[src/rtl/mips_fetch_pkg.sv]
// mips_fetch_pkg: shared types and constants for the instruction-fetch stage.
package mips_fetch_pkg;

    // PC loaded by reset unless the instance overrides it
    localparam logic [31:0] RESET_PC_DEFAULT = 32'h0000_0000;

    // Instruction presented to IF/ID when nothing valid is available
    localparam logic [31:0] NOP_INSTR = 32'h0000_0000;

    // Fetch FSM: idle, request outstanding, request outstanding but redirected
    typedef enum logic [1:0] {
        S_IDLE  = 2'd0,
        S_REQ   = 2'd1,
        S_STALE = 2'd2
    } fetch_state_t;

    // One prefetched instruction and the sequential address after it
    typedef struct packed {
        logic [31:0] instr;
        logic [31:0] pcplus4;
    } fq_entry_t;

    // Sequential successor, 32-bit modulo so the top word wraps to 0
    function automatic logic [31:0] pc_plus4(input logic [31:0] pc);
        return pc + 32'd4;
    endfunction

endpackage

[src/rtl/fetch_queue.sv]
// fetch_queue: DEPTH-entry prefetch FIFO of {instr, pc+4}. Clear wins over
// push and pop; a push into a full queue is accepted only alongside a pop.
module fetch_queue
    import mips_fetch_pkg::*;
#(
    parameter int DEPTH = 2
) (
    input  logic                     CLK,
    input  logic                     Reset,
    input  logic                     clear,
    input  logic                     push,
    input  logic [31:0]              push_instr,
    input  logic [31:0]              push_pc4,
    input  logic                     pop,
    output logic [31:0]              head_instr,
    output logic [31:0]              head_pc4,
    output logic [$clog2(DEPTH):0]   count,
    output logic                     full,
    output logic                     empty
);

    localparam int PW = $clog2(DEPTH);
    localparam int CW = PW + 1;

    fq_entry_t     mem [DEPTH];
    logic [PW-1:0] rd_ptr;
    logic [PW-1:0] wr_ptr;
    logic [CW-1:0] cnt;
    logic          do_push;
    logic          do_pop;

    assign empty   = (cnt == '0);
    assign full    = (cnt == CW'(DEPTH));
    assign do_pop  = pop && !empty;
    assign do_push = push && (!full || do_pop);
    assign count   = cnt;

    assign head_instr = mem[rd_ptr].instr;
    assign head_pc4   = mem[rd_ptr].pcplus4;

    // pointers wrap naturally at DEPTH; count tracks occupancy
    always_ff @(posedge CLK or negedge Reset) begin
        if (!Reset) begin
            rd_ptr <= '0;
            wr_ptr <= '0;
            cnt    <= '0;
        end else if (clear) begin
            rd_ptr <= '0;
            wr_ptr <= '0;
            cnt    <= '0;
        end else begin
            if (do_push) wr_ptr <= wr_ptr + 1'b1;
            if (do_pop)  rd_ptr <= rd_ptr + 1'b1;
            case ({do_push, do_pop})
                2'b10:   cnt <= cnt + 1'b1;
                2'b01:   cnt <= cnt - 1'b1;
                default: cnt <= cnt;
            endcase
        end
    end

    // storage has no reset: head is only observed when the queue is non-empty
    always_ff @(posedge CLK) begin
        if (do_push && !clear) mem[wr_ptr] <= {push_instr, push_pc4};
    end

endmodule

[src/rtl/fetch_unit.sv]
// fetch_unit: IF stage. Owns the PC, runs one outstanding req/ack read to
// instruction memory, buffers words in fetch_queue and feeds IF/ID.
// Optional FETCH_BYPASS_EN: returned data goes straight to InstrF when the
// queue is empty and IF/ID is accepting, saving one cycle of latency.
module fetch_unit
    import mips_fetch_pkg::*;
#(
    parameter int          DEPTH    = 2,
    parameter logic [31:0] RESET_PC = RESET_PC_DEFAULT
) (
    input  logic        CLK,
    input  logic        Reset,
    input  logic        StallF,
    input  logic        PCSrcD,
    input  logic [31:0] PcBranchD,
    output logic        ImemReq,
    output logic [31:0] ImemAddr,
    input  logic        ImemAck,
    input  logic [31:0] ImemRdata,
    output logic [31:0] InstrF,
    output logic [31:0] PcPlus4f,
    output logic        ValidF
);

    localparam int CW = $clog2(DEPTH) + 1;

    fetch_state_t  state;
    logic [31:0]   fetch_pc;
    logic [31:0]   req_addr;
    logic [31:0]   req_pc4;

    logic [CW-1:0] q_count;
    logic [CW-1:0] cnt_after_pop;
    logic          q_full;
    logic          q_empty;
    logic [31:0]   head_instr;
    logic [31:0]   head_pc4;

    logic          ack;
    logic          pop;
    logic          push;
    logic          bypass;
    logic          room_after_ack;

    assign req_pc4 = pc_plus4(req_addr);
    assign ack     = (state == S_REQ) && ImemAck;

    // a redirect squashes the head, so it is never consumed that cycle
    assign pop = !q_empty && !StallF && !PCSrcD;

`ifdef FETCH_BYPASS_EN
    assign bypass = ack && q_empty && !StallF && !PCSrcD;
`else
    assign bypass = 1'b0;
`endif

    assign push          = ack && !PCSrcD && !bypass;
    assign cnt_after_pop = q_count - CW'(pop);

    // a new request may only follow if this cycle's return still leaves a slot,
    // which is what guarantees space for the data when its ack arrives
    assign room_after_ack = (cnt_after_pop + CW'(push)) < CW'(DEPTH);

    assign ImemReq  = (state != S_IDLE);
    assign ImemAddr = req_addr;

    fetch_queue #(
        .DEPTH (DEPTH)
    ) u_queue (
        .CLK        (CLK),
        .Reset      (Reset),
        .clear      (PCSrcD),
        .push       (push),
        .push_instr (ImemRdata),
        .push_pc4   (req_pc4),
        .pop        (pop),
        .head_instr (head_instr),
        .head_pc4   (head_pc4),
        .count      (q_count),
        .full       (q_full),
        .empty      (q_empty)
    );

    // request FSM with the fetch and request address registers
    always_ff @(posedge CLK or negedge Reset) begin
        if (!Reset) begin
            state    <= S_IDLE;
            fetch_pc <= RESET_PC;
            req_addr <= RESET_PC;
        end else begin
            unique case (state)
                S_IDLE: begin
                    if (PCSrcD) begin
                        fetch_pc <= PcBranchD;
                        req_addr <= PcBranchD;
                        state    <= S_REQ;
                    end else if (cnt_after_pop < CW'(DEPTH)) begin
                        req_addr <= fetch_pc;
                        state    <= S_REQ;
                    end
                end
                S_REQ: begin
                    if (PCSrcD) begin
                        fetch_pc <= PcBranchD;
                        // without the ack the bus still owns the old address
                        if (ImemAck) req_addr <= PcBranchD;
                        else         state    <= S_STALE;
                    end else if (ImemAck) begin
                        fetch_pc <= req_pc4;
                        if (room_after_ack) req_addr <= req_pc4;
                        else                state    <= S_IDLE;
                    end
                end
                S_STALE: begin
                    if (PCSrcD) fetch_pc <= PcBranchD;
                    // stale data is dropped; restart at the newest target
                    if (ImemAck) begin
                        req_addr <= PCSrcD ? PcBranchD : fetch_pc;
                        state    <= S_REQ;
                    end
                end
                default: state <= S_IDLE;
            endcase
        end
    end

    // IF/ID view: queue head, or the returning word when bypassing
    always_comb begin
        ValidF   = !q_empty;
        InstrF   = q_empty ? NOP_INSTR : head_instr;
        PcPlus4f = q_empty ? 32'h0 : head_pc4;
        if (bypass) begin
            ValidF   = 1'b1;
            InstrF   = ImemRdata;
            PcPlus4f = req_pc4;
        end
    end

    // the request gate must never let returning data overflow the queue
    a_no_overflow: assert property (@(posedge CLK) disable iff (!Reset)
        push |-> (!q_full || pop));

endmodule
[config.mk]
export PLATFORM = sky130hd
export DESIGN_NAME = fetch_unit
export DESIGN_NICKNAME = d
export VERILOG_FILES = /design/src/rtl/mips_fetch_pkg.sv /design/src/rtl/fetch_queue.sv /design/src/rtl/fetch_unit.sv
export SDC_FILE = /design/constraint.sdc
export NUM_CORES = 1
export LEC_CHECK = 0
export ABC_AREA = 1
export BUFFER_PORTS_ARGS = -buffer_cell sky130_fd_sc_hd__buf_2
export CAP_MARGIN = 20
export CORE_MARGIN = 2
export CORE_UTILIZATION = 27
export CTS_BUF_LIST = sky130_fd_sc_hd__clkbuf_4 sky130_fd_sc_hd__clkbuf_8 sky130_fd_sc_hd__clkbuf_16
export DETAILED_ROUTE_END_ITERATION = 12
export HOLD_SLACK_MARGIN = 0.05
export SYNTH_ARGS = -nofsm -noshare
export SYNTH_HDL_FRONTEND = slang
export SYNTH_SLANG_ARGS = --single-unit
[constraint.sdc]
create_clock -name CLK -period 4.46 [get_ports CLK]
set_input_delay 0.669 -clock CLK [delete_from_list [all_inputs] [get_ports CLK]]
set_output_delay 0.669 -clock CLK [all_outputs]
set_load 0.03 [all_outputs]
==> parameters.txt <==
Parameter                              Value

Die
  Floorplan core area ... 0.0354 mm^2
  Num rows ... 69
  Initial core utilization ... 27.2%
  Vertical die dimension ... 193 um
  Number of top-level design ports ... 167
  Die width ... 193 um
  Die Area ... 0.0372 mm^2

Finish
  Layout Nets ... 1325
  Fraction of layout cells with a size suffix above 1 ... 18.0%
  Number of filler instances in the final layout ... 3696
  Final core area utilization ... 32.6%
  Final Cell Area ... 0.0115 mm^2
  FF/Latch Area ... 0.00560 mm^2
  Post-layout instance count excluding filler cells ... 1728
  Syn-to-layout area delta ... 19.7%
  Multi-input combinational cell area ... 0.00367 mm^2
  N_diodes ... 0

Worst setup path
  Launch point of the worst path ... state[0]
  Delay of the slowest cell on the worst path ... 0.54 ns
  CP top delay family ... simple AND/OR/NAND/NOR gates
  Library cell contributing the largest single delay on the critical path ... sky130_fd_sc_hd__nor2_4
  Required time of the critical path ... 4.55 ns
  Crit. End Element ... flip-flop
  Critical setup path kind ... flip-flop to flip-flop
  Setup crit start kind ... flip-flop
  Cell Chain, Critical Path ... buf_4 -> inv_2 -> nor2_8 -> nand2_2 -> nor2_4 -> o21ai_0 -> nor2_4 -> buf_4
  Worst reg-to-reg setup slack ... 1.18 ns
  Worst flop-to-flop path startpoint ... state[0]
  Maximum fanout along the worst path ... 44
  Worst r2r dst ... u_queue.mem[1][51]
  Worst EP arrival ... 3.36 ns
  Path depth of the worst reg2reg path ... 8
  Critical path buffers and inverters ... 3

STA
  Transition time at the pin with the least slew margin ... 0.972 ns
  Setup skew after layout ... 0.0140 ns
  Post-route clock period utilization ... 73.4%
  Setup WS post-layout ... 1.18 ns
  RSZ-0062 raised after global routing ... no
  Max Clock Freq ... 305 MHz
  Final slew viol count ... 0
  Count of endpoints failing hold in the final timing report ... 0
  Worst slew margin relative to its limit ... 34.5%
  Crit path time final ... 3.28 ns
  Final setup vio count ... 0

Power
  Gate power share ... 45.8%
  Relative contribution of sequential cells to total power ... 35.1%
  Switching power ... 3.85 mW
  Relative contribution of the clock network to total power ... 19.1%
  Lkg Pwr ... 5.00 nW
  Switching part of the total power ... 46.3%
  Worst IR Drop VDD ... 0.307 mV
  Power density of the placed cells ... 719 mW/mm^2
  Internal ... 4.45 mW

CTS
  Number of buffers created by CTS ... 17
  Root Buffer Master ... sky130_fd_sc_hd__clkbuf_16
  Clock latency on the worst-skew pair ... 0.43 ns
  CTS Sinks ... 198
  Hold_buf cts ... 0
  Clock tree from TritonCTS ... yes
  Resized Gates After CTS ... 0
  Clk buf depth ... 2
  Setup fix buffers added after clock tree synthesis ... 0
  Clock-pin slew on the worst setup and hold paths ... 0.07 ns
  H-tree Lvls ... 4

Logic synthesis
  Proportion of synthesized flip-flops having asynchronous set or reset ... 35.4%
  Largest area contributor in the synthesized netlist ... sky130_fd_sc_hd__edfxtp_1
  Warnings, synthesis ... 0
  Number of synthesized flops with an enable pin ... 128
  Unique cell type count in the Yosys netlist ... 33
  Main synth FF type ... sky130_fd_sc_hd__edfxtp_1
  Average cell area after synthesis ... 8.65 um^2
  Count of mapped cells out of synthesis ... 1115
  Synth Net Count ... 1186
  Area contributors post-synth ... sky130_fd_sc_hd__edfxtp_1 40%, sky130_fd_sc_hd__dfrtp_1 18%, sky130_fd_sc_hd__nand2_1 18%
  Syn Std Cell Area ... 0.00964 mm^2
  Area share of the largest cell type after synthesis ... 39.9%
  Sequential-to-total area share from yosys stat ... 58.0%
  Number of flip-flops and latches in the synthesized netlist ... 198

Route
  Routed length per instance ... 16.3 um
  Max layer used ... met4
  DRC violation total after the first TritonRoute iteration ... 563
  Count of TritonRoute iterations in the first routing pass ... 7
  Antenna violation net count after detailed routing ... 0
  Number of vias in the routed layout ... 8033
  Met1 Wirelength ... 13300 um
  Met2 Wirelength ... 12700 um
  Vias per cell ... 4.65
  Detailed route wirelength on metal3 ... 1400 um
  Post-detailed-routing wire length ... 28100 um
  Number of DRC violations after detailed routing ... 0

Job
  Max capacitance violation total ... 0

Outcome
  Status ... finished, final reports clean

Global routing
  Via count of the first global-routing pass ... 7582
  Global-route wire length before repair ... 43000 um
  Initial antenna violation count ... 0
  Total routing usage reported by global routing ... 15.1%
  Pin count of the biggest net entering global routing ... 67
  Residual overflow from global routing ... 0

Placed design
  Count of buffers from port buffering ... 166
  Placed instance count ... 1696
  Total half-perimeter wirelength after legalization and detailed placement ... 19700 um
  Placement-stage cell area ... 0.0109 mm^2
  Final RePlAce weighted congestion ... 0.902
  Placement-stage worst setup slack ... 1.16 ns

Hold path
  Min-delay worst type ... input port to asynchronous set/reset pin
[layer usage]
metal / global-route usage, % / vias to the layer above
li1: - / 3966
met1: 21.2 / 3782
met2: 23.9 / 251
met3: 2.10 / 34
met4: 5.27 / 0
met5: 0 / -
[flip-flops by register name, indices dropped and copies added, names as in the netlist]
| signal | flops |
|---|---|
| fetch_pc | 32 |
| state | 2 |
| ImemAddr | 32 |
| u_queue.count | 2 |
| u_queue.rd_ptr | 1 |
| u_queue.wr_ptr | 1 |
| u_queue.mem | 128 |
[cell usage after synthesis, types with 10 or more instances]
| cell | n |
|---|---|
| sky130_fd_sc_hd__nand2_1 | 464 |
| sky130_fd_sc_hd__inv_1 | 36 |
| sky130_fd_sc_hd__o21ai_0 | 35 |
| sky130_fd_sc_hd__a21boi_0 | 17 |
| sky130_fd_sc_hd__edfxtp_1 | 128 |
| sky130_fd_sc_hd__buf_1 | 11 |
| sky130_fd_sc_hd__clkbuf_1 | 33 |
| sky130_fd_sc_hd__xor2_1 | 10 |
| sky130_fd_sc_hd__nor2_1 | 62 |
| sky130_fd_sc_hd__buf_2 | 10 |
| sky130_fd_sc_hd__nand3_1 | 62 |
| sky130_fd_sc_hd__a21oi_1 | 117 |
| sky130_fd_sc_hd__dfrtp_1 | 70 |
[power by group through the flow]
stage / sequential (mW) / combinational, mW / clock [mW]
CTS: 2.91 / 3.83 / 1.63
floorplan: 3.07 / 2.49 / 0
global route: 2.96 / 4.23 / 1.71
detailed placement: 2.94 / 3.82 / 0
global placement: 2.94 / 3.76 / 0
finish: 2.92 / 3.80 / 1.58
[worst register-to-register path: stages, from the launching register on]
cell	delay, ns
sky130_fd_sc_hd__dfrtp_1	0.32
sky130_fd_sc_hd__buf_4	0.32
sky130_fd_sc_hd__inv_2	0.12
sky130_fd_sc_hd__nor2_8	0.49
sky130_fd_sc_hd__nand2_2	0.20
sky130_fd_sc_hd__nor2_4	0.16
sky130_fd_sc_hd__o21ai_0	0.35
sky130_fd_sc_hd__nor2_4	0.54
sky130_fd_sc_hd__buf_4	0.42
[per-stage QoR]
step                      power [mW]  setup TNS [ns]  hold slack (ns)
after floorplan                 5.55           -3.40            0.373
after global placement          6.70               0            0.456
after detailed placement        6.76               0            0.461
after CTS                       8.37               0            0.338
after global routing            8.90               0            0.375
final                           8.30               0            0.328
[cell usage in the layout, fill, tap and decap left out, types with 2 or more instances in the layout]
cell                        instances
sky130_fd_sc_hd__clkbuf_16         17
sky130_fd_sc_hd__o21ai_1            5
sky130_fd_sc_hd__nor2_4             5
sky130_fd_sc_hd__edfxtp_1         128
sky130_fd_sc_hd__clkbuf_4           2
sky130_fd_sc_hd__o21ai_0           35
sky130_fd_sc_hd__nand2_1          464
sky130_fd_sc_hd__nor2_2             3
sky130_fd_sc_hd__inv_2              4
sky130_fd_sc_hd__nand3b_1           9
sky130_fd_sc_hd__xnor2_1            7
sky130_fd_sc_hd__o21a_1             3
sky130_fd_sc_hd__nand2_2            2
sky130_fd_sc_hd__nor2_1            59
sky130_fd_sc_hd__buf_4             12
sky130_fd_sc_hd__a21oi_1          117
sky130_fd_sc_hd__buf_2            166
sky130_fd_sc_hd__and2_1             6
sky130_fd_sc_hd__clkinv_2           3
sky130_fd_sc_hd__inv_6              2
sky130_fd_sc_hd__nand3_1           62
sky130_fd_sc_hd__dfrtp_1           69
sky130_fd_sc_hd__nor3_1             2
sky130_fd_sc_hd__bufinv_16          3
sky130_fd_sc_hd__ha_1               2
sky130_fd_sc_hd__o22ai_1            2
sky130_fd_sc_hd__xor2_1            10
sky130_fd_sc_hd__inv_1             36
sky130_fd_sc_hd__a21boi_0          17
sky130_fd_sc_hd__clkinv_4           2
[kinds of logic (layout without fill, tap and decap cells)]
| group | count (synthesis) | after routing | share of synthesized area [%] |
|---|---|---|---|
| adders and majority gates | 2 | 2 | 0.259 |
| and+or+nand+nor | 614 | 614 | 25.7 |
| xor gates and xnor gates | 17 | 17 | 1.54 |
| DFF | 198 | 198 | 58.0 |
| AOI/OAI and AO/OA | 185 | 185 | 10.3 |
| buffers and inverters | 99 | 251 | 4.18 |
[area by class of cell]
| class | count | share of cell area, % |
|---|---|---|
| Sequential cell | 198 | 48.5 |
| Inverter | 40 | 1.30 |
| Tap cell | 461 | 5.00 |
| Clock buffer | 20 | 3.94 |
| Multi-Input combinational cell | 818 | 31.8 |
| Clock inverter | 12 | 1.31 |
| Timing Repair Buffer | 179 | 8.15 |
[worst max-delay path by stage]
stage / end / depth (start not counted)
floorplan: u_queue.mem[0][0] / 6
global placement: u_queue.mem[1][22] / 8
detailed placement: u_queue.mem[1][13] / 8
CTS: u_queue.mem[1][51] / 8
global route: u_queue.mem[1][51] / 8
finish: u_queue.mem[1][51] / 8
Power figures use the tool's default switching activity.
